## src/rtl/xpt_sequencer_pkg.sv

```systemverilog
//------------------------------------------------------------------------------
// Module   : xpt_pkg
// Brief    : Shared types and constants for the NORZ phase-timer sequencer.
// Revision : 1.0 - initial release
//------------------------------------------------------------------------------
`default_nettype none

package xpt_pkg;

  localparam int XPT_W = 5;
  localparam int OP_W  = 8;

  typedef enum logic [1:0] {
    ST_FETCH = 2'd0,
    ST_EXEC  = 2'd1,
    ST_HALT  = 2'd2
  } xpt_state_e;

  localparam logic [XPT_W-1:0] XPT_T2         = 5'd1;
  localparam logic [XPT_W-1:0] XPT_T3         = 5'd2;
  localparam logic [XPT_W-1:0] XPT_FETCH_LAST = 5'd3;
  localparam logic [XPT_W-1:0] XPT_EXEC_FIRST = 5'd4;
  localparam logic [XPT_W-1:0] XPT_MAX        = 5'd31;

  localparam logic [OP_W-1:0] OP_PFX_CB = 8'hCB;
  localparam logic [OP_W-1:0] OP_PFX_ED = 8'hED;
  localparam logic [OP_W-1:0] OP_PFX_DD = 8'hDD;
  localparam logic [OP_W-1:0] OP_PFX_FD = 8'hFD;

  typedef struct packed {
    logic cb;
    logic ed;
    logic dd;
    logic fd;
  } prefix_t;

  function automatic logic is_prefix(input logic [OP_W-1:0] op);
    return (op == OP_PFX_CB) || (op == OP_PFX_ED) ||
           (op == OP_PFX_DD) || (op == OP_PFX_FD);
  endfunction

  // Index prefixes are mutually exclusive; CB stacks on top of DD/FD.
  function automatic prefix_t prefix_update(input logic [OP_W-1:0] op,
                                            input prefix_t         cur);
    prefix_t nxt;
    nxt = cur;
    case (op)
      OP_PFX_CB: nxt.cb = 1'b1;
      OP_PFX_ED: begin
        nxt.ed = 1'b1;
        nxt.dd = 1'b0;
        nxt.fd = 1'b0;
      end
      OP_PFX_DD: begin
        nxt.dd = 1'b1;
        nxt.fd = 1'b0;
      end
      OP_PFX_FD: begin
        nxt.fd = 1'b1;
        nxt.dd = 1'b0;
      end
      default: nxt = cur;
    endcase
    return nxt;
  endfunction

endpackage

`default_nettype wire

```

## src/rtl/xpt_sequencer_if.sv

```systemverilog
//------------------------------------------------------------------------------
// Module   : xpt_sequencer_if
// Brief    : Bus/decoder-side signal bundle of the phase-timer sequencer.
// Revision : 1.0 - initial release
//------------------------------------------------------------------------------
`default_nettype none

interface xpt_sequencer_if;
  import xpt_pkg::*;

  logic [OP_W-1:0]  DataIn;
  logic             Wait;
  logic             WaitPoint;
  logic             PR_Reset_XPT;
  logic             P2_Set_CM1;
  logic             Pa_Ophd;
  logic             Halt;
  logic             Int;

  logic [XPT_W-1:0] XPT;
  logic [XPT_W-1:0] notXPT;
  logic [OP_W-1:0]  Source;
  logic [OP_W-1:0]  notSource;
  logic             CM1;
  logic             Exec_Enable;
  logic             Prefix_CB;
  logic             Prefix_ED;
  logic             Prefix_DD;
  logic             Prefix_FD;
  logic             XPT_Err;

  modport master (
    output DataIn, Wait, WaitPoint, PR_Reset_XPT, P2_Set_CM1, Pa_Ophd, Halt, Int,
    input  XPT, notXPT, Source, notSource, CM1, Exec_Enable,
           Prefix_CB, Prefix_ED, Prefix_DD, Prefix_FD, XPT_Err
  );

  modport slave (
    input  DataIn, Wait, WaitPoint, PR_Reset_XPT, P2_Set_CM1, Pa_Ophd, Halt, Int,
    output XPT, notXPT, Source, notSource, CM1, Exec_Enable,
           Prefix_CB, Prefix_ED, Prefix_DD, Prefix_FD, XPT_Err
  );

endinterface

`default_nettype wire

```

## src/rtl/xpt_counter.sv

```systemverilog
//------------------------------------------------------------------------------
// Module   : xpt_counter
// Brief    : 5-bit execution phase timer with load/hold/saturate and complement.
// Revision : 1.0 - initial release
//------------------------------------------------------------------------------
`default_nettype none

module xpt_counter
  import xpt_pkg::*;
(
  input  logic             clk_i,
  input  logic             rst_n_i,
  input  logic             clr_i,
  input  logic             ld4_i,
  input  logic             hold_i,
  output logic [XPT_W-1:0] xpt_o,
  output logic [XPT_W-1:0] not_xpt_o,
  output logic             at_max_o
);

  logic [XPT_W-1:0] xpt_q;
  logic [XPT_W-1:0] not_xpt_q;
  logic [XPT_W-1:0] xpt_d;

  assign at_max_o = (xpt_q == XPT_MAX);

  always_comb begin
    xpt_d = xpt_q;
    if (clr_i) begin
      xpt_d = '0;
    end else if (ld4_i) begin
      xpt_d = XPT_EXEC_FIRST;
    end else if (hold_i || at_max_o) begin
      xpt_d = xpt_q;
    end else begin
      xpt_d = xpt_q + 5'd1;
    end
  end

  // Complement is its own flop so both rails come straight from registers.
  always_ff @(posedge clk_i or negedge rst_n_i) begin
    if (!rst_n_i) begin
      xpt_q     <= '0;
      not_xpt_q <= '1;
    end else begin
      xpt_q     <= xpt_d;
      not_xpt_q <= ~xpt_d;
    end
  end

  assign xpt_o     = xpt_q;
  assign not_xpt_o = not_xpt_q;

endmodule

`default_nettype wire

```

## src/rtl/xpt_sequencer.sv

```systemverilog
//------------------------------------------------------------------------------
// Module   : xpt_sequencer
// Brief    : Phase timer, opcode latch, M1/prefix state and decoder enable.
// Revision : 1.0 - initial release
//------------------------------------------------------------------------------
`default_nettype none

module xpt_sequencer
  import xpt_pkg::*;
(
  input  logic           CLK,
  input  logic           notRESET,
  xpt_sequencer_if.slave bus
);

  xpt_state_e       state_q;
  xpt_state_e       state_d;
  logic             cm1_q;
  logic             cm1_d;
  logic             exen_q;
  logic             exen_d;
  logic [OP_W-1:0]  source_q;
  logic [OP_W-1:0]  nsource_q;
  logic [OP_W-1:0]  source_d;
  prefix_t          pfx_q;
  prefix_t          pfx_d;
  logic             err_q;
  logic             err_d;

  logic             w_clr;
  logic             w_ld4;
  logic             w_hold;
  logic             w_t2_wait;
  logic             w_at_max;
  logic [XPT_W-1:0] w_xpt;
  logic [XPT_W-1:0] w_nxpt;

  xpt_counter u_counter (
    .clk_i     (CLK),
    .rst_n_i   (notRESET),
    .clr_i     (w_clr),
    .ld4_i     (w_ld4),
    .hold_i    (w_hold),
    .xpt_o     (w_xpt),
    .not_xpt_o (w_nxpt),
    .at_max_o  (w_at_max)
  );

  assign w_t2_wait = bus.Wait && (w_xpt == XPT_T2);

  always_ff @(posedge CLK or negedge notRESET) begin
    if (!notRESET) begin
      state_q <= ST_FETCH;
      cm1_q   <= 1'b1;
      exen_q  <= 1'b0;
    end else begin
      state_q <= state_d;
      cm1_q   <= cm1_d;
      exen_q  <= exen_d;
    end
  end

  always_comb begin
    state_d  = state_q;
    source_d = source_q;
    pfx_d    = pfx_q;
    err_d    = err_q;
    w_clr    = 1'b0;
    w_ld4    = 1'b0;
    w_hold   = 1'b0;
    case (state_q)
      ST_FETCH: begin
        if (w_t2_wait) begin
          w_hold = 1'b1;
        end else if (w_xpt == XPT_FETCH_LAST) begin
          // A prefix byte restarts the fetch instead of entering EXEC.
          if (is_prefix(source_q)) begin
            w_clr = 1'b1;
            pfx_d = prefix_update(source_q, pfx_q);
          end else begin
            w_ld4   = 1'b1;
            state_d = ST_EXEC;
          end
        end else if (w_xpt == XPT_T3) begin
          source_d = bus.DataIn;
        end
      end
      ST_EXEC: begin
        if (bus.PR_Reset_XPT) begin
          w_clr = 1'b1;
          if (bus.Pa_Ophd) begin
            pfx_d = '0;
          end
          if (bus.Halt) begin
            state_d = ST_HALT;
          end else if (bus.P2_Set_CM1) begin
            state_d = ST_FETCH;
          end
        end else if (bus.Wait && bus.WaitPoint) begin
          w_hold = 1'b1;
        end else if (w_at_max) begin
          err_d = 1'b1;
        end
      end
      ST_HALT: begin
        // Dummy M1 loop: timer wraps 0..3, opcode latch untouched.
        if (w_t2_wait) begin
          w_hold = 1'b1;
        end else if (w_xpt == XPT_FETCH_LAST) begin
          w_clr = 1'b1;
          if (bus.Int) begin
            state_d = ST_FETCH;
          end
        end
      end
      default: begin
        state_d = ST_FETCH;
        w_clr   = 1'b1;
      end
    endcase
  end

  always_comb begin
    cm1_d  = (state_d != ST_EXEC);
    exen_d = (state_d == ST_EXEC);
  end

  always_ff @(posedge CLK or negedge notRESET) begin
    if (!notRESET) begin
      source_q  <= '0;
      nsource_q <= '1;
      pfx_q     <= '0;
      err_q     <= 1'b0;
    end else begin
      source_q  <= source_d;
      nsource_q <= ~source_d;
      pfx_q     <= pfx_d;
      err_q     <= err_d;
    end
  end

  assign bus.XPT         = w_xpt;
  assign bus.notXPT      = w_nxpt;
  assign bus.Source      = source_q;
  assign bus.notSource   = nsource_q;
  assign bus.CM1         = cm1_q;
  assign bus.Exec_Enable = exen_q;
  assign bus.Prefix_CB   = pfx_q.cb;
  assign bus.Prefix_ED   = pfx_q.ed;
  assign bus.Prefix_DD   = pfx_q.dd;
  assign bus.Prefix_FD   = pfx_q.fd;
  assign bus.XPT_Err     = err_q;

endmodule

`default_nettype wire

```

## src/flat_wrapper.sv

```systemverilog
// flat-port wrapper written by rule: the top's interface ports become plain ports
module xpt_sequencer_flat import xpt_pkg::*;
  (CLK, notRESET, bus_DataIn, bus_Wait, bus_WaitPoint, bus_PR_Reset_XPT, bus_P2_Set_CM1, bus_Pa_Ophd, bus_Halt, bus_Int, bus_XPT, bus_notXPT, bus_Source, bus_notSource, bus_CM1, bus_Exec_Enable, bus_Prefix_CB, bus_Prefix_ED, bus_Prefix_DD, bus_Prefix_FD, bus_XPT_Err);
  xpt_sequencer_if bus_i ();
  input  logic CLK;
  input  logic notRESET;
  input wire logic [$bits(bus_i.DataIn)-1:0] bus_DataIn;
  input wire logic [$bits(bus_i.Wait)-1:0] bus_Wait;
  input wire logic [$bits(bus_i.WaitPoint)-1:0] bus_WaitPoint;
  input wire logic [$bits(bus_i.PR_Reset_XPT)-1:0] bus_PR_Reset_XPT;
  input wire logic [$bits(bus_i.P2_Set_CM1)-1:0] bus_P2_Set_CM1;
  input wire logic [$bits(bus_i.Pa_Ophd)-1:0] bus_Pa_Ophd;
  input wire logic [$bits(bus_i.Halt)-1:0] bus_Halt;
  input wire logic [$bits(bus_i.Int)-1:0] bus_Int;
  output wire logic [$bits(bus_i.XPT)-1:0] bus_XPT;
  output wire logic [$bits(bus_i.notXPT)-1:0] bus_notXPT;
  output wire logic [$bits(bus_i.Source)-1:0] bus_Source;
  output wire logic [$bits(bus_i.notSource)-1:0] bus_notSource;
  output wire logic [$bits(bus_i.CM1)-1:0] bus_CM1;
  output wire logic [$bits(bus_i.Exec_Enable)-1:0] bus_Exec_Enable;
  output wire logic [$bits(bus_i.Prefix_CB)-1:0] bus_Prefix_CB;
  output wire logic [$bits(bus_i.Prefix_ED)-1:0] bus_Prefix_ED;
  output wire logic [$bits(bus_i.Prefix_DD)-1:0] bus_Prefix_DD;
  output wire logic [$bits(bus_i.Prefix_FD)-1:0] bus_Prefix_FD;
  output wire logic [$bits(bus_i.XPT_Err)-1:0] bus_XPT_Err;
  assign bus_i.DataIn = bus_DataIn;
  assign bus_i.Wait = bus_Wait;
  assign bus_i.WaitPoint = bus_WaitPoint;
  assign bus_i.PR_Reset_XPT = bus_PR_Reset_XPT;
  assign bus_i.P2_Set_CM1 = bus_P2_Set_CM1;
  assign bus_i.Pa_Ophd = bus_Pa_Ophd;
  assign bus_i.Halt = bus_Halt;
  assign bus_i.Int = bus_Int;
  assign bus_XPT = bus_i.XPT;
  assign bus_notXPT = bus_i.notXPT;
  assign bus_Source = bus_i.Source;
  assign bus_notSource = bus_i.notSource;
  assign bus_CM1 = bus_i.CM1;
  assign bus_Exec_Enable = bus_i.Exec_Enable;
  assign bus_Prefix_CB = bus_i.Prefix_CB;
  assign bus_Prefix_ED = bus_i.Prefix_ED;
  assign bus_Prefix_DD = bus_i.Prefix_DD;
  assign bus_Prefix_FD = bus_i.Prefix_FD;
  assign bus_XPT_Err = bus_i.XPT_Err;
  xpt_sequencer u_core (.CLK(CLK), .notRESET(notRESET), .bus(bus_i));
endmodule
```

## config.mk

```make
export PLATFORM = sky130hd
export DESIGN_NAME = xpt_sequencer_flat
export DESIGN_NICKNAME = d
export VERILOG_FILES = /design/src/rtl/xpt_sequencer_pkg.sv /design/src/rtl/xpt_sequencer_if.sv /design/src/rtl/xpt_counter.sv /design/src/rtl/xpt_sequencer.sv /design/src/flat_wrapper.sv
export SDC_FILE = /design/constraint.sdc
export NUM_CORES = 1
export LEC_CHECK = 0
export CORE_MARGIN = 4
export CORE_UTILIZATION = 49
export CTS_BUF_LIST = sky130_fd_sc_hd__clkbuf_4 sky130_fd_sc_hd__clkbuf_8 sky130_fd_sc_hd__clkbuf_16
export DETAILED_ROUTE_END_ITERATION = 7
export PLACE_DENSITY = 0.84
export SLEW_MARGIN = 0
export SYNTH_ARGS = -nofsm -noshare
export SYNTH_HDL_FRONTEND = slang
export SYNTH_SLANG_ARGS = --single-unit
```

## constraint.sdc

```tcl
create_clock -name CLK -period 4.7 [get_ports CLK]
set_clock_uncertainty 0.15 [all_clocks]
set_input_delay 0.705 -clock CLK [delete_from_list [all_inputs] [get_ports CLK]]
set_output_delay 0.705 -clock CLK [all_outputs]
set_load 0.02 [all_outputs]
```

# ---- Word level (Yosys, flattened, before mapping)
# Index checks and enable logic that the tools add are counted.
dict set report totals {
  input_bits 17
  out_inout_bits 33
  regBits 35
}
dict set report op_classes {
  n_eq_ne 20
  n_bitwise 4
  mux 41
  addsub 1
  reduce_logical 13
}
# cell n
set ops {}
lappend ops {{$eq 8x8->1 const B} 4}
lappend ops {{$mux 8} 4}
lappend ops {{$reduce_and 7->1} 3}
lappend ops {{$mux 4} 5}
lappend ops {{$mux 2} 9}
lappend ops {{$mux 1} 15}
lappend ops {{$mux 5} 3}
lappend ops {{$pmux 2 s3} 2}
lappend ops {{$eq 5x2->1 const B} 2}
lappend ops {{$ne 2x1->1 const B} 5}
lappend ops {{$not 8->8} 1}
lappend ops {{$pmux 4 s2} 1}
lappend ops {{$ne 2x2->1 const B} 3}
lappend ops {{$add 5x1->5 const B} 1}
lappend ops {{$eq 5x1->1 const B} 1}
lappend ops {{$eq 5x5->1 const B} 1}
lappend ops {{$not 5->5} 1}
lappend ops {{$eq 2x1->1 const B} 2}
lappend ops {{$logic_or 1x1->1} 4}
lappend ops {{$ne 4x1->1 const B} 1}
lappend ops {{$reduce_and 4->1} 1}
lappend ops {{$pmux 1 s3} 1}
lappend ops {{$eq 2x2->1 const B} 1}
lappend ops {{$logic_and 1x1->1} 2}
lappend ops {{other kinds (5)} 6}

# ---- Logic depth before layout (Yosys ltp)
# Gate-level depths: netlist of run 1.
dict set report depth {
  word_depth 11
  mapped_depth 8
  ltp_nobuf 8
}

# ---- Modules after synthesis
# A second synthesis of run 1 with hierarchy kept.
dict set report hier_totals {
  cells_unflattened 123
  area_unflattened_um2 1522.7
}
# module cells_per_inst seq_area_each_um2 area_per_inst_um2 instances
set modules_own_cells {}
lappend modules_own_cells {xpt_sequencer 87 636.9 1083.5 1}
lappend modules_own_cells {xpt_counter 36 256.5 439.2 1}

# ---- Worst setup path after synthesis of run 1
# Ideal clock, no wire load.
dict set report synth_timing {
  kind {reg-to-reg}
  startpoint {register u_core.u_counter.xpt_q[0] (netlist: u_core.u_counter.xpt_o[0])}
  endpoint {register u_core.u_counter.xpt_q[2] (netlist: u_core.u_counter.xpt_o[2])}
  arrival_time_ns 1.900
  setup_time_ns 0.119
  synth_period_minus_slack_ns 2.169
  slack_ns 2.531
  required_time_ns 4.431
  stages_incl_launch_ff 9
  n_path_buf 0
  cell_sequence {dfrtp_1 ha_1 and3_2 ha_1 nand2b_1 a21oi_1 mux2i_1 o21ai_1 and2_1}
}
dict set report synth_between {
  elab_chain_cells 8
}
# item line_no
set synth_rtl {}
lappend synth_rtl {{start, declared} xpt_counter.sv:21} ;# logic [XPT_W-1:0] xpt_q;
lappend synth_rtl {{start signal, assigned} xpt_counter.sv:46} ;# xpt_q <= xpt_d;
lappend synth_rtl {{$eq 5x1->1} xpt_sequencer.sv:49} ;# assign w_t2_wait = bus.Wait && (w_xpt == XPT_T2);
lappend synth_rtl {{$logic_and 1x1->1} xpt_sequencer.sv:49}
lappend synth_rtl {{$mux 1} {xpt_sequencer.sv:73, xpt_sequencer.sv:107}}
lappend synth_rtl {{$pmux 1 s2} xpt_sequencer.sv:71} ;# case (state_q)
lappend synth_rtl {{$logic_or 1x1->1} xpt_counter.sv:33} ;# end else if (hold_i || at_max_o) begin
lappend synth_rtl {{$mux 5} xpt_counter.sv:33}
lappend synth_rtl {{$mux 5} xpt_counter.sv:31} ;# end else if (ld4_i) begin
lappend synth_rtl {{$mux 5 *} xpt_counter.sv:29} ;# if (clr_i) begin
lappend synth_rtl {{via u_core.u_counter.xpt_d[2]} xpt_counter.sv:23} ;# logic [XPT_W-1:0] xpt_d;
# The timed path passes the listed nets; every way through them passes the cells marked *.
# A chain may end at the register's enable or synchronous reset.

# ---- Worst setup path in the final report of run 1
dict set report layout_timing {
  startpoint {register u_core.u_counter.xpt_q[2] (netlist: u_core.u_counter.xpt_o[2])}
  endpoint {output bus_XPT[2]}
}
# item line_no
set layout_lines {}
lappend layout_lines {{end, declared} flat_wrapper.sv:15} ;# output wire logic [$bits(bus_i.XPT)-1:0] bus_XPT;
# No word-level cell between the ends.

==> flow_summary.toml, run 1 <==
[synthesis]
synth_edf_count = 0
postSynthAreaPerCell_sq_um = 11.8
mappedNetlistNets = 154
ys_warn_count = 0
syn_area_sq_um = 1570
synth_top_area_frac = 0.335
ys_seq_elements = 35
synthTopCellsByArea = "dfrtp_1 33%, dfstp_2 23%, mux2i_1 7.0%"
ys_seq_area_frac = 0.569
synth_top_area_cell = "dfrtp_1"
ys_async_sr_fraction = 1.00
synth.distinct_cells = 38
synth_cells = 133
synth_ff_type = "dfrtp_1"

[grt]
grt-ovfl-total = 0
track_usage = 0.196
grt_max_degree = 36
grt_pass1_wl_um = 6170
antenna_found_initial = 0
grt_pass1_vias = 1245

[die]
fp.dieW_um = 64.6
initial_core_util = 0.514
rows = 20
dieArea_sq_um = 4170
core_sq_um = 3050
ioPinCount = 50
chipHeight_um = 64.6

[sta]
drv_slew = 0
max_slew_margin = 0.714
rsz0062_at_grt = "false"
totalNegativeSetupSlack_ns = 0
min_period_ns = 2.34
max_freq_mhz = 428
period_share = 0.497
hold_viol_final = 0
worst_pin_slew_ns = 0.429
finalSetupViolCount = 0
finalWorstSetupSlack_ns = 2.36

[cts]
root_buffer = "clkbuf_4"
post-cts-setup-buffers = 0
cts-buffers-inserted = 5
cts_hold_buffers = 0
clk_latency_ns = 0.34
htreeDepth = 2
cts.repair.resized = 0
clkTransAtPathRegs_ns = 0.11
cts_buffer_depth = 2
cts.sinks = 35
cts_tree = "built"

[status]
outcome = "finished, final reports clean"

[setup_path]
slowest_stage = "clkdlybuf4s50_1"
cpPeakStageDelay_ns = 0.65
cp_top_family = "buffers and inverters"
crit_type = "flop to primary output"
ff2ff_path_depth = 8
timing.rr.end = "u_core.u_counter.xpt_o[2]"
cp.arrival_ns = 1.48
setup.worst_path.start_class = "flop"
critPathCaptureType = "primary output"
worstPathCellList = "clkdlybuf4s50_1"
cp_num_buf_inv = 1
reg2reg_from = "u_core.u_counter.xpt_o[0]"
ff2ff_setup_slack_ns = 2.42
cp_max_fo = 6
worstPathRequired_ns = 3.85

[hold_path]
hp-class = "flop to flop"
hp-start = "u_core.bus.Source[0]"
hold-path-cell-count = 1
whs_endpoint = "u_core.bus.notSource[0]"

[drt]
route.met2.wl_um = 1880
viasPerCell = 5.14
drt_pre_antenna_iters = 4
wl_per_cell_um = 15.0
ant_nets = 0
wl_um = 3490
wl_met3_um = 177
met1_length_um = 1330
drt-initial-drc-count = 78
top_layer = "met4"
drc = 0
vias = 1198

[final_layout]
seq_area_sq_um = 893
antenna_cells = 0
syn2layout_area_growth_pct = 39.7
drive_above_1_share = 0.190
fillers = 231
final_nets = 209
multi_input_area_sq_um = 601

[power_and_ir_drop]
power.density_nw_per_um2 = 251
peakVddDrop_mv = 0.197
p_total_mw = 0.550
p_leak_nw = 1.09

[placement]
portBuffers = 49
dp_slack_ns = 2.16
gp_congestion = 0.814
dp_hpwl_um = 2620

[flow_run]
cap_violations = 0
-- kinds of logic (layout without fill, tap and decap cells) --
| kind of cell | Yosys count | count (layout) | share of synthesized area |
|---|---|---|---|
| simple gates | 42 | 42 | 0.172 |
| flops | 35 | 35 | 0.569 |
| compound gates | 21 | 21 | 0.0972 |
| buf+inv | 18 | 74 | 0.0486 |
| mux | 11 | 11 | 0.0701 |
| fa+ha+maj | 4 | 4 | 0.0319 |
| xor+xnor | 2 | 2 | 0.0112 |
-- flip-flops by register name, summed over array words and instances, names as in the netlist --
signal	flops
u_core.bus.Source	8
u_core.bus.notSource	8
u_core.u_counter.not_xpt_o	5
u_core.u_counter.xpt_o	5
u_core.state_q	2
u_core.bus.CM1	1
u_core.bus.Exec_Enable	1
u_core.bus.Prefix_CB	1
u_core.bus.Prefix_DD	1
u_core.bus.Prefix_ED	1
u_core.bus.Prefix_FD	1
u_core.bus.XPT_Err	1
-- stage by stage --
step,cells,util,hold WS [ns],instance area (sq um)
floorplan,133,-,0.259,1570
global placement,225,0.690,0.303,2110
detailed placement,225,0.690,0.313,2110
CTS,233,0.718,0.328,2190
global route,233,0.718,0.368,2190
finish,233,0.718,0.333,2190
-- power by group --
part / switching, mW / total, mW / internal, mW
sequential: 0 / 0.302 / 0.302
clock: 0.101 / 0.226 / 0.126
combinational: 0.00908 / 0.0217 / 0.0127
total: 0.110 / 0.550 / 0.440
-- synthesized netlist by cell type (2+ instances only) --
master / instances
ha_1: 4
nand3_1: 3
inv_1: 16
or2_2: 4
a21oi_1: 3
mux2i_1: 11
nor2b_1: 3
a31oi_1: 2
a32o_1: 2
o22a_1: 2
o21ai_0: 6
dfrtp_1: 21
nand4_1: 3
nor2_1: 9
nand2_1: 6
nand2b_1: 3
dfstp_2: 14
-- routing by layer --
| layer | GRT usage | up-vias |
|---|---|---|
| li1 | - | 563 |
| met1 | 0.227 | 584 |
| met2 | 0.330 | 42 |
| met3 | 0.0555 | 9 |
| met4 | 0.0976 | 0 |
| met5 | 0 | - |
-- how the worst max path moves through the flow --
stage          depth (start not counted)  slack, ns                        end                     startpoint
2_1_floorplan                          8       2.53  u_core.u_counter.xpt_o[2]      u_core.u_counter.xpt_o[0]
3_3_place_gp                           6       2.26       u_core.bus.Prefix_FD               bus_PR_Reset_XPT
3_5_place_dp                           6       2.16       u_core.bus.Prefix_FD               bus_PR_Reset_XPT
4_1_cts                                1       2.35              bus_notXPT[0]  u_core.u_counter.not_xpt_o[0]
5_1_grt                                8       2.25  u_core.u_counter.xpt_o[2]      u_core.u_counter.xpt_o[0]
6_report                               1       2.36                 bus_XPT[2]      u_core.u_counter.xpt_o[2]
-- cell usage in the layout (no fill, tap or decap), types with 2 or more instances in the layout --
cell,Yosys,routed
o21ai_0,6,6
inv_1,16,16
clkdlybuf4s50_1,0,49
nand3_1,3,3
ha_1,4,4
or2_2,4,4
dfrtp_1,21,21
mux2i_1,11,11
nand2_1,6,6
nor2b_1,3,3
a21oi_1,3,3
nand4_1,3,3
a32o_1,2,2
a31oi_1,2,2
nor2_1,9,9
nand2b_1,3,3
o22a_1,2,2
clkbuf_4,0,5
dfstp_2,14,14
-- final cells by class --
class / instances / area share
repair buffers: 50 / 0.227
clock inverters: 2 / 0.0160
clock buffers: 6 / 0.0234
multi-input cells: 80 / 0.274
flip-flops and latches: 35 / 0.407
well taps: 44 / 0.0251
inverters: 16 / 0.0274
Power figures use the tool's default switching activity.
==> inputs of run 2 (changes only) <==
CORE_UTILIZATION = 45   (was 49)
PLACE_DENSITY = 0.78   (was 0.84)
clock period = 2.3 ns   (was 4.7 ns; I/O delays follow)
==> run 2 against run 1 <==
  * Clock power rose by 100%
  * Sequential power rose by 100%
  * Routed wire length rose by 2.3%
  * Highest routed layer unchanged
==> flow_summary.toml, run 2 (synthesis results as in run 1) <==
[final_layout]
final_common_cell = "clkdlybuf4s50_1"
layout_common_cells = "49 x clkdlybuf4s50_1, 21 x dfrtp_1, 16 x inv_1"
final_util = 0.656
final_nets = 210
drive_above_1_share = 0.200
antenna_cells = 0
syn2layout_area_growth_pct = 40.5

[power_and_ir_drop]
internal_power_mw = 0.899
p_leak_nw = 1.09
power.switching_mw = 0.225
p_sw_frac = 0.200
p_total_mw = 1.12
peakVddDrop_mv = 0.305
p_clk_frac = 0.411
p_comb_frac = 0.040
seqPwrFrac = 0.548
power.density_nw_per_um2 = 510

[die]
fp.dieW_um = 67.1
ioPinCount = 50
core_sq_um = 3360
rows = 21
initial_core_util = 0.467
chipHeight_um = 67.1
dieArea_sq_um = 4500

[cts]
root_buffer = "clkbuf_4"
cts_hold_buffers = 0
cts-buffers-inserted = 5
cts_buffer_depth = 2
clk_latency_ns = 0.34
cts.sinks = 35
post-cts-setup-buffers = 0
cts_tree = "built"
htreeDepth = 2
cts.repair.resized = 0
clkTransAtPathRegs_ns = 0.10

[sta]
worst_pin_slew_ns = 0.427
totalNegativeSetupSlack_ns = 0
max_freq_mhz = 464
whs_ns = 0.244
max_slew_margin = 0.713
drv_slew = 0
period_share = 0.937
finalSetupViolCount = 0
hold_viol_final = 0
rsz0062_at_grt = "false"
min_period_ns = 2.15
finalWorstSetupSlack_ns = 0.146

[flow_run]
cap_violations = 0

[setup_path]
crit_type = "flop to flop"
worstPathCellList = "ha_2 -> and3_2 -> ha_1 -> nand2b_1 -> a21oi_1 -> mux2i_1 -> o21ai_1 -> and2_1"
cpPeakStageDelay_ns = 0.44
cp_top_family = "simple AND/OR/NAND/NOR gates"
critPathCaptureType = "flop"
cp_max_fo = 6
critical_path_depth = 8
cp.arrival_ns = 2.24
ff2ff_path_depth = 8
ff2ff_setup_slack_ns = 0.15
setup.worst_path.start_class = "flop"
cp_num_buf_inv = 0
slowest_stage = "dfrtp_1"
worstPathRequired_ns = 2.39

[placement]
dp_hpwl_um = 2660
gp_congestion = 0.825
portBuffers = 49
dp_slack_ns = 0.111

[drt]
drt_pre_antenna_iters = 4
wl_um = 3570
vias = 1205
drc = 0
wl_per_cell_um = 15.1
drt-initial-drc-count = 26
viasPerCell = 5.11
ant_nets = 0

[grt]
grt-ovfl-total = 0
track_usage = 0.180
grt_pass1_wl_um = 5930
antenna_found_initial = 0
grt_max_degree = 36
grt_pass1_vias = 1300

[status]
outcome = "finished, final reports clean"

[hold_path]
hp-class = "input port to asynchronous set/reset pin"
run 2: cell count changes in the layout (fill, tap and decap cells not counted), sizes merged:
| cell | change |
|---|---|
| buf | +1 |
run 2: path summary, 6_finish.rpt:
path	from	end
max	u_core.u_counter.xpt_o[1]	u_core.u_counter.xpt_o[2]
min	notRESET	u_core.bus.Prefix_DD
max reg2reg	u_core.u_counter.xpt_o[1]	u_core.u_counter.xpt_o[2]
min reg2reg	u_core.bus.Source[6]	u_core.bus.notSource[6]
max in group asynchronous	notRESET	u_core.u_counter.not_xpt_o[3]
min in group CLK	u_core.bus.Source[6]	u_core.bus.notSource[6]
run 2: through the flow:
stage	cell area, sq um	std cells
5_1_grt	2210	236
3_5_place_dp	2120	228
2_1_floorplan	1570	133
4_1_cts	2200	236
6_report	2210	236
3_3_place_gp	2120	228
run 2: worst reg2reg max path, stage by stage (launching register included):
cell      delay, ns
dfrtp_1        0.44
ha_2           0.23
and3_2         0.18
ha_1           0.21
nand2b_1       0.15
a21oi_1        0.14
mux2i_1        0.25
o21ai_1        0.10
and2_1         0.20
run 2: cell type report:
cell class,instances,area (sq um)
clock buffers,6,51.3
clock inverters,2,35.0
fillers,277,1160
inverters,16,60.1
multi-input cells,80,603
flip-flops and latches,35,893
well taps,46,57.6
repair buffers,51,505
run 2: layer usage:
| metal | wire length, um | track usage | vias up |
|---|---|---|---|
| li1 | - | - | 568 |
| met5 | 0 | 0 | - |
| met1 | 1380 | 0.196 | 591 |
| met3 | 183 | 0.0590 | 7 |
| met2 | 1920 | 0.307 | 39 |
| met4 | 88 | 0.0911 | 0 |
run 2: power groups by stage:
stage / clock (mW) / sequential [mW] / combinational [mW]
3_3_place_gp: 0 / 0.627 / 0.0445
4_1_cts: 0.473 / 0.616 / 0.0460
2_1_floorplan: 0 / 0.627 / 0.00237
3_5_place_dp: 0 / 0.627 / 0.0457
6_report: 0.462 / 0.616 / 0.0452
5_1_grt: 0.504 / 0.617 / 0.0501
==> RTL change 1, RTL diff (flow settings as in run 2) <==
Make the reset (`notRESET` and `rst_n_i`) synchronous in 3 clocked blocks.
--- a/src/rtl/xpt_counter.sv
+++ b/src/rtl/xpt_counter.sv
@@ -38,7 +38,7 @@
   end
 
   // Complement is its own flop so both rails come straight from registers.
-  always_ff @(posedge clk_i or negedge rst_n_i) begin
+  always_ff @(posedge clk_i) begin
     if (!rst_n_i) begin
       xpt_q     <= '0;
       not_xpt_q <= '1;
--- a/src/rtl/xpt_sequencer.sv
+++ b/src/rtl/xpt_sequencer.sv
@@ -48,7 +48,7 @@
 
   assign w_t2_wait = bus.Wait && (w_xpt == XPT_T2);
 
-  always_ff @(posedge CLK or negedge notRESET) begin
+  always_ff @(posedge CLK) begin
     if (!notRESET) begin
       state_q <= ST_FETCH;
       cm1_q   <= 1'b1;
@@ -125,7 +125,7 @@
     exen_d = (state_d == ST_EXEC);
   end
 
-  always_ff @(posedge CLK or negedge notRESET) begin
+  always_ff @(posedge CLK) begin
     if (!notRESET) begin
       source_q  <= '0;
       nsource_q <= '1;
Behaviour: differs if notRESET is asserted again (counterexample within 4 cycles, from zero or initial values and one cycle with notRESET low); with notRESET held inactive, the same outputs for 10 cycles.
==> RTL change 1 against run 2 <==
Via count up 9.0%. Wire length fell by 5.1%. Cell area is 2.1% lower. Area after synthesis down 3.3%. Setup slack better by 81 ps. Sequential cell count unchanged. Core utilization grew 3.5 points. Global-route usage is 0.54 points lower. Non-clock buffer count grew 3. Fmax increased by 3.9%. First-iteration DRC count up 110%. Sequential share of layout area shrank 8.0 points.
Power is not compared: it rests on default switching activity, and its combinational part moved more than twofold at a synthesized area within 25%.
==> RTL change 1: results (changes against run 2) <==
- Status: finished clean
- CTS root buf: clkbuf_4
- H-tree levels: 2 (unchanged)
- First-pass GRT wire length: 5830 µm (-1.8%)
- Synth unique cells: 46 (+21%)
- CP Data Arrival Time: 2150 ps (-90 ps)
- DP HPWL: 2670 µm (+0.26%)
- Primary FF master, synth: dfxtp_1
- Max VDD drop: 0.661 mV
- Final net count: 231 (+10%)
- Yosys warnings: 0 (unchanged)
- GPL Wtd Cong: 0.855 (+3.6%)
- Async S/R FF share, synth: 0 (-1.00)
- Register share of total power: 0.412
- Worst slew pin tran: 406 ps (-20.3 ps)
- Clock latency at the later pin of the worst-skew pair: 330 ps
- Logic power comb: 0.752 mW
- Share of layout cells above drive strength 1: 0.109 (-0.0910)
- Fill cells: 246 (-11%)
- Net load switching power: 0.648 mW
- Area contributors post-synth: dfxtp_1 (46%), mux2i_1 (5.3%), nor2_1 (4.5%)
- Via density per instance: 5.15 (+0.84%)
- Commonest cells post-synth: dfxtp_1 (35), nor2_1 (18), nand2b_1 (9), o21a_1 (9), mux2i_1 (8)
- Vias in the first global route: 1304 (+0.31%)
- Gr usage total: 0.174 (-0.00537)
- Port Buffer Count: 49 (unchanged)
- Net Count, Synth: 173 (+12%)
- 1st-iter DRT viols: 55 (+110%)
- Drt total wl: 3390 µm (-5.1%)
- Antenna violations before repair: 0 (unchanged)
- Int Power: 1.27 mW
- Drt pass-1 iters: 4 (unchanged)
- Leakage: 0.878 nW
- CTS buffer count: 5 (unchanged)
- Sequential area share after synthesis: 0.462 (-0.107)
- Clk slew on worst S/H paths: 100 ps (about the same)
- Crit path max fanout: 6 (unchanged)
- Clock Tree Buf Depth: 2 (unchanged)
- Largest net degree at the start of global routing: 18 (-50%)
- Number of antenna repair diodes: 0 (unchanged)
- Worst min path class: reg -> reg
==> RTL change 1: cell count changes after synthesis, moves of 3 or more <==
| cell | before | now |
|---|---|---|
| o21a_1 | 0 | 9 |
| o22ai_1 | 0 | 3 |
| nor2_1 | 9 | 18 |
| dfstp_2 | 14 | 0 |
| nand3_1 | 3 | 6 |
| or2_2 | 4 | 1 |
| nand2b_1 | 3 | 9 |
| dfrtp_1 | 21 | 0 |
| inv_1 | 16 | 6 |
| dfxtp_1 | 0 | 35 |
| mux2i_1 | 11 | 8 |
| a221oi_1 | 0 | 3 |
==> RTL change 1: metrics by stage <==
| stage | std cells | instance area (µm²) | setup WS (ps) |
|---|---|---|---|
| 2_1_floorplan | 152 | 1520 | 116 |
| 3_3_place_gp | 247 | 2090 | 81.5 |
| 3_5_place_dp | 247 | 2090 | 18.2 |
| 4_1_cts | 255 | 2160 | 117 |
| 5_1_grt | 255 | 2160 | 76.4 |
| 6_report | 255 | 2160 | 227 |
==> RTL change 1: layout make-up <==
| class | count | area, µm² | area share |
|---|---|---|---|
| Multi-Input combinational cell | 107 | 776 | 0.359 |
| Tap cell | 44 | 55.1 | 0.0255 |
| Timing Repair Buffer | 54 | 528 | 0.244 |
| Clock buffer | 8 | 72.6 | 0.0336 |
| Sequential cell | 35 | 702 | 0.325 |
| Inverter | 7 | 26.3 | 0.0122 |
==> RTL change 1: per-layer routing <==
layer  track usage  vias up  routed length (µm)
met1         0.216      603                1540
met4        0.0888        0                  70
met2         0.279       35                1570
li1              -      668                   -
met5             0        -                   0
met3        0.0425        7                 206
==> RTL change 1: critical path: stages, from the launching register on <==
cell      delay [ps]
dfxtp_2          400
inv_1             60
ha_1             230
a2111o_1         480
o311a_4          320
o211a_1          110
or2_1            220
==> RTL change 1: path summary, 6_finish.rpt <==
check	startpoint	end	slack, ps	cells past startpoint
worst max-delay path	u_core.u_counter.xpt_o[1]	u_core.u_counter.xpt_o[0]	230	6
worst min-delay path	u_core.bus.Prefix_FD	u_core.bus.Prefix_FD	320	2
worst max register to register	u_core.u_counter.xpt_o[1]	u_core.u_counter.xpt_o[0]	230	6
worst min register to register	u_core.bus.Prefix_FD	u_core.bus.Prefix_FD	320	2
==> RTL change 1: cell families (layout without fill, tap and decap cells) <==
| group | Yosys count | in the layout | share of synthesized area |
|---|---|---|---|
| XOR/XNOR | 1 | 1 | 0.00577 |
| adder cells (fa/ha/maj) | 4 | 4 | 0.0330 |
| AND/OR/NAND/NOR | 61 | 61 | 0.228 |
| buffers and inverters | 10 | 69 | 0.0272 |
| flip-flops | 35 | 35 | 0.462 |
| multiplexers | 9 | 9 | 0.0602 |
| AO/OA/AOI/OAI | 32 | 32 | 0.184 |
==> RTL change 1: what timing repair did <==
action                                  CTS  global route
endpoints found under the setup margin    0             6
resized for setup                         0             1
buffers inserted                          0             0
==> RTL change 2, RTL diff (config.mk and constraints of run 2) <==
Without the edit above. `XPT_MAX`: 5'd31 -> 5'd23.
--- a/src/rtl/xpt_sequencer_pkg.sv
+++ b/src/rtl/xpt_sequencer_pkg.sv
@@ -20,7 +20,7 @@
   localparam logic [XPT_W-1:0] XPT_T3         = 5'd2;
   localparam logic [XPT_W-1:0] XPT_FETCH_LAST = 5'd3;
   localparam logic [XPT_W-1:0] XPT_EXEC_FIRST = 5'd4;
-  localparam logic [XPT_W-1:0] XPT_MAX        = 5'd31;
+  localparam logic [XPT_W-1:0] XPT_MAX        = 5'd23;
 
   localparam logic [OP_W-1:0] OP_PFX_CB = 8'hCB;
   localparam logic [OP_W-1:0] OP_PFX_ED = 8'hED;
Check against the original RTL: no difference found for any inputs over 10 cycles, from zero or initial values and one cycle with notRESET low; that may be too few to reach the edited logic, so the function may still have changed.
==> RTL change 2 against run 2 <==
Area after synthesis up 6.1%. Wire length rose by 1.7%. Setup slack worse by 45 ps. Global-route usage is 0.86 points lower. Sequential cell count unchanged. Fmax is 2.0% lower. Cell area is 6.3% higher. Cell count is 0.85% higher. Core utilization up 2.5 points.
Power is left out: it rests on default switching activity, and per cell area and clock period it moved more than threefold.
==> RTL change 2: results (changes against run 2) <==
- Reg2Reg Capture Point: u_core.bus.Prefix_FD
- Gr usage total: 0.171 (-0.00856)
- Final net count: 211 (+0.48%)
- Async S/R FF share, synth: 1.00 (unchanged)
- DP HPWL: 2710 µm (+2.0%)
- Critical path destination: u_core.bus.Prefix_FD
- Drt pass-1 iters: 5 (+1)
- Status: finished clean
- Yosys warnings: 0 (unchanged)
- Via count: 1284 (+6.6%)
- GPL Wtd Cong: 0.810 (-1.9%)
- First-pass GRT wire length: 6050 µm (+2.0%)
- 1st-iter DRT viols: 103 (+300%)
- CTS root buf: clkbuf_8
- Wire per inst: 15.3 µm (+0.83%)
- Area contributors post-synth: dfrtp_1 (32%), dfstp_2 (22%), mux2i_1 (5.4%)
- Worst slew pin tran: 427 ps (+0.731 ps)
- Crit. Startpoint: u_core.u_counter.xpt_o[0]
- Flop2flop setup slack: 100 ps (-40 ps)
- Crit path max fanout: 7 (+1)
- Sequential area share after synthesis: 0.536 (-0.0325)
- CP peak stage delay: 510 ps (+70 ps)
- Depth of the most critical reg-to-reg path: 5 (-3)
- Clock latency at the later pin of the worst-skew pair: 280 ps (-60 ps)
- Placed Cells: 230 (+0.88%)
- Syn avg cell area: 12.4 µm² (+5.3%)
- Share of layout cells above drive strength 1: 0.224 (+0.0240)
-- RTL change 2: cell count changes after synthesis, sizes merged, moves of 3 or more --
cell	before	now
mux2	0	8
o21a	0	4
nand4	4	0
and3	3	0
nor2	9	3
or3	0	3
a21o	0	5
o31ai	0	4
inv	16	5
nand2b	3	0
-- RTL change 2: per-layer routing --
layer  global-route usage  wire length (µm)  up-vias  share of wire
met5                    0                 0        -              0
met4               0.0535                34        0         0.0094
met3               0.0324               196        4          0.054
met2                0.294              1870       56           0.52
li1                     -                 -      611              -
met1                0.216              1530      613           0.42
-- RTL change 2: worst max-delay path, delay by kind of cell, from the launching register on --
| family | cells | cell delay, ps |
|---|---|---|
| AND/OR/NAND/NOR | 2 | 760 |
| AO/OA/AOI/OAI | 2 | 480 |
| flip-flops | 1 | 450 |
| adder cells (fa/ha/maj) | 1 | 270 |
-- RTL change 2: metrics by stage --
stage,instance area [µm²],util,setup WS [ps]
2_1_floorplan,1670,-,131
3_3_place_gp,2220,0.646,74.9
3_5_place_dp,2220,0.646,7.73
4_1_cts,2340,0.681,81.4
5_1_grt,2340,0.681,5.82
6_report,2340,0.681,101
-- RTL change 2: layout make-up --
cell class                      count  area (µm²)
Sequential cell                    35         893
Tap cell                           46        57.6
Multi-Input combinational cell     91         733
Clock inverter                      2        38.8
Clock buffer                        6        82.6
Fill cell                         268        1100
Timing Repair Buffer               53         520
Inverter                            5        18.8
-- RTL change 2: logic make-up after synthesis --
logic type | share of synthesized area
xor+xnor | 0.00526
flops | 0.536
buf+inv | 0.0233
simple gates | 0.145
fa+ha+maj | 0.0225
compound gates | 0.155
mux | 0.113
-- RTL change 2: how the worst min path moves through the flow --
stage          cells past startpoint                      end  slack, ps
2_1_floorplan                      0   u_core.bus.Exec_Enable       -100
3_3_place_gp                       1  u_core.bus.notSource[7]        300
3_5_place_dp                       1  u_core.bus.notSource[7]        320
4_1_cts                            2     u_core.bus.Source[6]        320
5_1_grt                            2     u_core.bus.Source[0]        350
6_report                           2     u_core.bus.Source[0]        310
